[src/rtl/pattern_entry_conditioner_if.sv]
// Raw switch/button inputs and the conditioned symbol outputs of the lock front end.
// The producer of raw levels uses master; the conditioner itself uses slave.
interface pattern_entry_conditioner_if;
    logic [3:0] sw_raw;
    logic       btn_enter_raw;
    logic       btn_clear_raw;
    logic [3:0] pattern_out;
    logic       pattern_valid;
    logic       clear_pulse;
    logic       entry_timeout;
    logic       armed;

    modport master (
        output sw_raw, btn_enter_raw, btn_clear_raw,
        input  pattern_out, pattern_valid, clear_pulse, entry_timeout, armed
    );

    modport slave (
        input  sw_raw, btn_enter_raw, btn_clear_raw,
        output pattern_out, pattern_valid, clear_pulse, entry_timeout, armed
    );
endinterface

[src/rtl/pattern_entry_conditioner.sv]
// Synchronizes and debounces the lock switches/buttons, emits one pattern strobe per
// ENTER press, a strobe per CLEAR press, and an inactivity timeout for abandoned entries.
module pattern_entry_conditioner #(
    parameter int unsigned DB_CYCLES      = 16,
    parameter int unsigned TIMEOUT_CYCLES = 1024
) (
    input logic                        clk,
    input logic                        rst,
    pattern_entry_conditioner_if.slave bus
);
    localparam int unsigned DBW = $clog2(DB_CYCLES + 1);
    localparam int unsigned TW  = $clog2(TIMEOUT_CYCLES);
    localparam logic [DBW-1:0] DB_LAST  = DBW'(DB_CYCLES - 1);
    localparam logic [TW-1:0]  TMO_LAST = TW'(TIMEOUT_CYCLES - 1);

    localparam logic [0:0] IDLE  = 1'b0;
    localparam logic [0:0] ARMED = 1'b1;

    // Bit order: [5] CLEAR, [4] ENTER, [3:0] switches.
    logic [5:0]     raw;
    logic [5:0]     sync1_q, sync2_q;
    logic [5:0]     stable_q;
    logic [DBW-1:0] db_cnt_q [6];
    logic [1:0]     btn_prev_q;

    logic           enter_rise, clear_rise;
    logic [3:0]     pattern_d, pattern_q;
    logic           pattern_valid_d, pattern_valid_q;
    logic           clear_pulse_d, clear_pulse_q;
    logic           timeout_d, timeout_q;
    logic [0:0]     state_d, state_q;
    logic [TW-1:0]  idle_cnt_d, idle_cnt_q;

    assign raw = {bus.btn_clear_raw, bus.btn_enter_raw, bus.sw_raw};

    // NOTE: state is updated with non-blocking assignments so every flop samples the
    // pre-edge value of its neighbours, exactly like the hardware it describes.
    always_ff @(posedge clk or posedge rst) begin
        if (rst) begin
            sync1_q    <= '0;
            sync2_q    <= '0;
            stable_q   <= '0;
            db_cnt_q   <= '{default: '0};
            btn_prev_q <= '0;
        end else begin
            sync1_q    <= raw;
            sync2_q    <= sync1_q;
            btn_prev_q <= stable_q[5:4];
            for (int i = 0; i < 6; i++) begin
                if (sync2_q[i] == stable_q[i]) begin
                    db_cnt_q[i] <= '0;
                end else if (db_cnt_q[i] == DB_LAST) begin
                    stable_q[i] <= ~stable_q[i];
                    db_cnt_q[i] <= '0;
                end else begin
                    db_cnt_q[i] <= db_cnt_q[i] + DBW'(1);
                end
            end
        end
    end

    // NOTE: every signal driven here gets a default first, so no path leaves it
    // unassigned and no latch is inferred.
    always_comb begin
        enter_rise      = stable_q[4] & ~btn_prev_q[0];
        clear_rise      = stable_q[5] & ~btn_prev_q[1];
        clear_pulse_d   = clear_rise;
        pattern_valid_d = enter_rise & ~clear_rise;
        pattern_d       = pattern_q;
        if (clear_rise)
            pattern_d = 4'b0000;
        else if (enter_rise)
            pattern_d = stable_q[3:0];
    end

    // The FSM reacts to the next-cycle strobes so armed rises together with pattern_valid
    // and the timeout lands exactly TIMEOUT_CYCLES after the strobe cycle.
    always_comb begin
        state_d    = state_q;
        idle_cnt_d = idle_cnt_q;
        timeout_d  = 1'b0;
        case (state_q)
            IDLE: begin
                if (pattern_valid_d) begin
                    state_d    = ARMED;
                    idle_cnt_d = '0;
                end
            end
            ARMED: begin
                if (pattern_valid_d) begin
                    idle_cnt_d = '0;
                end else if (clear_pulse_d) begin
                    state_d    = IDLE;
                    idle_cnt_d = '0;
                end else if (idle_cnt_q == TMO_LAST) begin
                    timeout_d  = 1'b1;
                    state_d    = IDLE;
                    idle_cnt_d = '0;
                end else begin
                    idle_cnt_d = idle_cnt_q + TW'(1);
                end
            end
            default: begin
                state_d    = IDLE;
                idle_cnt_d = '0;
            end
        endcase
    end

    always_ff @(posedge clk or posedge rst) begin
        if (rst) begin
            pattern_q       <= '0;
            pattern_valid_q <= 1'b0;
            clear_pulse_q   <= 1'b0;
            timeout_q       <= 1'b0;
            state_q         <= IDLE;
            idle_cnt_q      <= '0;
        end else begin
            pattern_q       <= pattern_d;
            pattern_valid_q <= pattern_valid_d;
            clear_pulse_q   <= clear_pulse_d;
            timeout_q       <= timeout_d;
            state_q         <= state_d;
            idle_cnt_q      <= idle_cnt_d;
        end
    end

    assign bus.pattern_out   = pattern_q;
    assign bus.pattern_valid = pattern_valid_q;
    assign bus.clear_pulse   = clear_pulse_q;
    assign bus.entry_timeout = timeout_q;
    assign bus.armed         = (state_q == ARMED);
endmodule

[src/flat_wrapper.sv]
// flat-port wrapper written by rule: the top's interface ports become plain ports
module pattern_entry_conditioner_flat 
#(
    parameter int unsigned DB_CYCLES      = 16,
    parameter int unsigned TIMEOUT_CYCLES = 1024
)
  (clk, rst, bus_sw_raw, bus_btn_enter_raw, bus_btn_clear_raw, bus_pattern_out, bus_pattern_valid, bus_clear_pulse, bus_entry_timeout, bus_armed);
  pattern_entry_conditioner_if bus_i ();
  input logic clk;
  input logic rst;
  input wire logic [$bits(bus_i.sw_raw)-1:0] bus_sw_raw;
  input wire logic [$bits(bus_i.btn_enter_raw)-1:0] bus_btn_enter_raw;
  input wire logic [$bits(bus_i.btn_clear_raw)-1:0] bus_btn_clear_raw;
  output wire logic [$bits(bus_i.pattern_out)-1:0] bus_pattern_out;
  output wire logic [$bits(bus_i.pattern_valid)-1:0] bus_pattern_valid;
  output wire logic [$bits(bus_i.clear_pulse)-1:0] bus_clear_pulse;
  output wire logic [$bits(bus_i.entry_timeout)-1:0] bus_entry_timeout;
  output wire logic [$bits(bus_i.armed)-1:0] bus_armed;
  assign bus_i.sw_raw = bus_sw_raw;
  assign bus_i.btn_enter_raw = bus_btn_enter_raw;
  assign bus_i.btn_clear_raw = bus_btn_clear_raw;
  assign bus_pattern_out = bus_i.pattern_out;
  assign bus_pattern_valid = bus_i.pattern_valid;
  assign bus_clear_pulse = bus_i.clear_pulse;
  assign bus_entry_timeout = bus_i.entry_timeout;
  assign bus_armed = bus_i.armed;
  pattern_entry_conditioner #(.DB_CYCLES(DB_CYCLES), .TIMEOUT_CYCLES(TIMEOUT_CYCLES)) u_core (.clk(clk), .rst(rst), .bus(bus_i));
endmodule
[config.mk]
export PLATFORM = sky130hd
export DESIGN_NAME = pattern_entry_conditioner_flat
export DESIGN_NICKNAME = d
export VERILOG_FILES = /design/src/rtl/pattern_entry_conditioner_if.sv /design/src/rtl/pattern_entry_conditioner.sv /design/src/flat_wrapper.sv
export SDC_FILE = /design/constraint.sdc
export NUM_CORES = 1
export LEC_CHECK = 0
export CORE_ASPECT_RATIO = 2
export CORE_UTILIZATION = 30
export DETAILED_ROUTE_END_ITERATION = 8
export SETUP_SLACK_MARGIN = 0.5
export SLEW_MARGIN = 30
export SYNTH_ARGS = -nofsm -noshare
export SYNTH_HDL_FRONTEND = slang
export SYNTH_SLANG_ARGS = --single-unit
[constraint.sdc]
create_clock -name clk -period 2.9 [get_ports clk]
set_input_delay 0.435 -clock clk [delete_from_list [all_inputs] [get_ports clk]]
set_output_delay 0.435 -clock clk [all_outputs]
set_load 0.02 [all_outputs]
# == After elaboration in Yosys (flattened, before gate mapping) ==
# Index checks and enable logic that the tools add are counted.
# Widths: inputs -> output; s select.
# totals
regBits,68
inputBits,8
elab_cells,96
# op_classes
add_sub_neg,7
n_eq_ne,14
muxes,28
bitwise,19
reduce_logical,7
# op_table
op,count
$mux 5,12
$mux 10,4
$add 5x1->5 const B,6
$eq 5x4->1 const B,6
$pmux 10 s2,1
$not 1->1,16
$reduce_and 2->1,6
$add 10x1->10 const B,1
$eq 10x10->1 const B,1
$mux 1,8
$mux 4,2
$eq 1x1->1,6
$and 1x1->1,3
$ne 2x1->1 const B,1
$pmux 1 s2,1
$reduce_bool 2->1,1

# == Longest topological paths before layout ==
# logic_depth
ltp_word,6
depth_mapped,6

# == Worst setup path before layout ==
# No wires, ideal clock.
# synth_path
path_type,reg-to-reg
start,register u_core.idle_cnt_q[0]
end,register u_core.idle_cnt_q[7]
arrival_time_ps,1694
required_ps,2820
slack_ps,1126
path_stages_with_launch,7
n_path_buf,1
period_less_slack_ps,1774
path_cell_list,dfrtp_1 -> ha_1 -> and4_1 -> and3_4 -> buf_6 -> or4_1 -> o211ai_2
# synth_between
elab_chain_len,5
word_cells_on_any_way,6
# synth_lines
item,line_no,source
start: declaration,pattern_entry_conditioner.sv:32,"logic [TW-1:0] idle_cnt_d, idle_cnt_q;"
start signal: assignment,pattern_entry_conditioner.sv:124,idle_cnt_q <= idle_cnt_d;
$add 10x1->10 or $eq 10x10->1 (tied branches),"pattern_entry_conditioner.sv:100, pattern_entry_conditioner.sv:95",
$mux 10 (*),pattern_entry_conditioner.sv:95,end else if (idle_cnt_q == TMO_LAST) begin
$mux 10 (*),pattern_entry_conditioner.sv:92,end else if (clear_pulse_d) begin
$mux 10 (*),pattern_entry_conditioner.sv:90,if (pattern_valid_d) begin
$pmux 10 s2 (*),pattern_entry_conditioner.sv:82,case (state_q)
# Every way passes the cells marked *; elsewhere a longest branch is shown, timed or not.
# A chain may end at the register's enable or synchronous reset.

# == Worst setup path in the final report ==
# layout_path
start,register u_core.stable_q[4]
end,register u_core.idle_cnt_q[7]
# layout_between
elab_chain_len,4
word_cells_on_any_way,5
# layout_lines
item,line_no,source
start: declaration,pattern_entry_conditioner.sv:22,logic [5:0] stable_q;
start signal: indexed assignment,pattern_entry_conditioner.sv:53,stable_q[i] <= ~stable_q[i];
$and 1x1->1 (*),pattern_entry_conditioner.sv:65,enter_rise = stable_q[4] & ~btn_prev_q[0];
$and 1x1->1 (*),pattern_entry_conditioner.sv:68,pattern_valid_d = enter_rise & ~clear_rise;
$mux 10,pattern_entry_conditioner.sv:90,
$pmux 10 s2,pattern_entry_conditioner.sv:82,
# Marked as above.

==> run summary <==
Outcome: finished, final reports clean
FMAX: 0.546 GHz
DR WL/cell: 12.9 um
Fillers: 830
Syn Area/Cell: 11.9 um2
Reg-to-Reg End: u_core.idle_cnt_q[7]
Router iterations before antenna repair: 4
DRT iter0 DRCs: 90
Gr usage total: 11.7%
WP data required: 3.15 ns
FFs w/ async S/R, synth: 100%
Tot Pwr: 0.00209 W
Clock sinks: 68
Sequential area share after synthesis: 62.8%
Die height: 136 um
Post-CTS setup buffers: 0
Clock share of power: 47.5%
CTS H-tree lvls: 3
Worst hold path class: reg2reg
Fraction of layout instances using a drive strength above 1: 11.6%
Combinational power share: 4.2%
Psw: 0.000471 W
Nets: 268
Vias in the first global route: 1789
Synth-to-layout area growth: 20.9%
Switching Share: 22.5%
Crit path DAT: 2.08 ns
Final Hold Fails: 0
Sequential share of power: 48.3%
Synth Register Bits: 68
GR Overflow Total: 0
Fin. max-slew vios: 0
Finished Cell Area: 3280 um2
Pin count of the biggest net entering global routing: 28
Top_reg_cell synth: dfrtp_1
Critical path type: reg2reg
Type of origin of the critical path: register
Ant diodes: 0
Critical path destination: u_core.idle_cnt_q[7]
CTS tree: done
Initial Util: 31.1%
Detailed-placement wirelength estimate: 3.35 mm
Worst-margin pin slew: 0.583 ns
Tmin final: 1.83 ns
Mapped Cells: 227
Post-synth EDFFs: 0
PwrDens: 638 nW/um2
CTS Hold Bufs: 0
WL final: 4.60 mm
Cell row count: 48
Drt via density: 4.73
Initial antenna violation count: 0
Reg2Reg Depth: 4
DRT antenna net count: 0
CTS Buf Count: 9
Fin crit share: 63.1%
Core Region: 8710 um2
Critical R2R Launch: u_core.stable_q[4]
Clock root buffer master: clkbuf_16
Most frequent cells in the layout: 68 x dfrtp_1, 24 x nor2_1, 18 x xor2_1, 18 x nand2_1, 15 x clkdlybuf4s50_1
First-pass GRT wire length: 8.26 mm
Die area: 9440 um2
Critical Path End Type: register
I/O pin total: 16
Max Cap Viol: 0
Detailed-route via count: 1694
Setup TNS: 0 ns
Syn Nets: 242
Gpl congestion: 0.759
Worst skew pair latency: 0.33 ns
Source of the critical timing path: u_core.stable_q[4]
Reg-to-reg slack, setup: 1.07 ns
Leakage: 1.60 nW
Clock Path Buffers: 2
Final number of setup-violating endpoints: 0
I/O Buffers: 15
Die width: 69.2 um
Worst Skew: 0.00425 ns
Synth unique cells: 31
Hold Path Depth: 0
RSZ-0062 raised after global routing: false
Yosys warns: 0
Mapped cell area: 2710 um2
Number of remaining DRC errors: 0
Internal: 0.00162 W
Placed inst area: 3000 um2
Slew margin rel.: 61.1%
Crit-path max FO: 16
Worst vdd ir: 384 uV
Clock transition at the registers of the reported paths: 0.05 ns
Commonest non-fill, non-tap cell in the layout: dfrtp_1
CTS resizes: 0
## kinds of logic (layout without fill, tap and decap cells)
| family | Yosys count | after routing | share of synthesized area (%) |
|---|---|---|---|
| xor+xnor | 18 | 18 | 5.82 |
| mux | 6 | 6 | 2.49 |
| buf+inv | 9 | 40 | 1.52 |
| flops | 68 | 68 | 62.8 |
| fa+ha+maj | 7 | 7 | 3.23 |
| compound gates | 27 | 27 | 6.61 |
| simple gates | 92 | 92 | 17.5 |
## power by group through the flow
| stage | logic [W] | clock network [W] | registers [W] |
|---|---|---|---|
| final | 0.0000880 | 0.000993 | 0.00101 |
| after global routing | 0.000106 | 0.00107 | 0.00101 |
| after CTS | 0.0000918 | 0.00102 | 0.00101 |
| after detailed placement | 0.0000907 | 0 | 0.00103 |
| after global placement | 0.0000877 | 0 | 0.00102 |
| after floorplan | 0.0000583 | 0 | 0.00102 |
## registers in the layout (all words and copies together), names as in the netlist
signal	flops
u_core.sync1_q	6
u_core.bus.armed	1
u_core.bus.pattern_valid	1
u_core.bus.clear_pulse	1
u_core.sync2_q	6
u_core.btn_prev_q	2
u_core.bus.entry_timeout	1
u_core.db_cnt_q	30
u_core.idle_cnt_q	10
u_core.bus.pattern_out	4
u_core.stable_q	6
## cell usage after synthesis (2+ instances only)
cell       n  area (um2)
and3_1     8        50.1
o21ai_0    9        45.0
nand2_1   18        67.6
o21ai_1    2        10.0
nor2_1    24        90.1
or4_1      2        15.0
inv_1      7        26.3
nand2b_1   2        12.5
dfrtp_1   68        1700
nand3_1   14        70.1
xor2_1    18         158
o211ai_2   2        25.0
ha_1       7        87.6
o22a_1     2        17.5
mux2_2     6        67.6
and2_1     9        56.3
a21oi_1    5        25.0
a21o_1     3        22.5
and4_1     4        35.0
nor3b_1    5        37.5
nor3_1     2        10.0
## worst min-delay path by stage
stage          slack [ns]                end               from
2_1_floorplan        0.33  u_core.sync2_q[0]  u_core.sync1_q[0]
3_3_place_gp         0.33  u_core.sync2_q[3]  u_core.sync1_q[3]
3_5_place_dp         0.34  u_core.sync2_q[5]  u_core.sync1_q[5]
4_1_cts              0.35  u_core.sync2_q[5]  u_core.sync1_q[5]
5_1_grt              0.35  u_core.sync2_q[4]  u_core.sync1_q[4]
6_report             0.35  u_core.sync2_q[5]  u_core.sync1_q[5]
## final cells by class
| type | instances | area [um2] | area share (%) |
|---|---|---|---|
| Multi-Input combinational cell | 150 | 966 | 29.5 |
| Inverter | 7 | 26.3 | 0.802 |
| Sequential cell | 68 | 1700 | 51.9 |
| Timing Repair Buffer | 17 | 178 | 5.42 |
| Tap cell | 100 | 125 | 3.82 |
| Clock inverter | 6 | 40.0 | 1.22 |
| Clock buffer | 10 | 239 | 7.30 |
## through the flow
step                utilization [%]  hold WS (ns)  setup slack, ns  cells
finish                         37.6         0.347             1.07    358
global route                   37.6         0.352            0.933    358
CTS                            37.6         0.348             1.06    358
detailed placement             34.4         0.336             1.08    342
global placement               34.4         0.334             1.14    342
floorplan                         -         0.331            0.753    227
## worst max-delay path, cell delays in order, from the launching register on
cell      delay [ns]
dfrtp_1         0.42
nand2b_1        0.21
nand3_1         0.42
or4_1           0.62
o211ai_2        0.08
## layer usage
layer	part of all wire, %	GRT usage (%)
met3	4.9	4.52
met2	54	20.2
met5	0	0
met1	37	11.1
met4	4.5	8.39
Note: power is estimated with default switching activity, not from simulation.
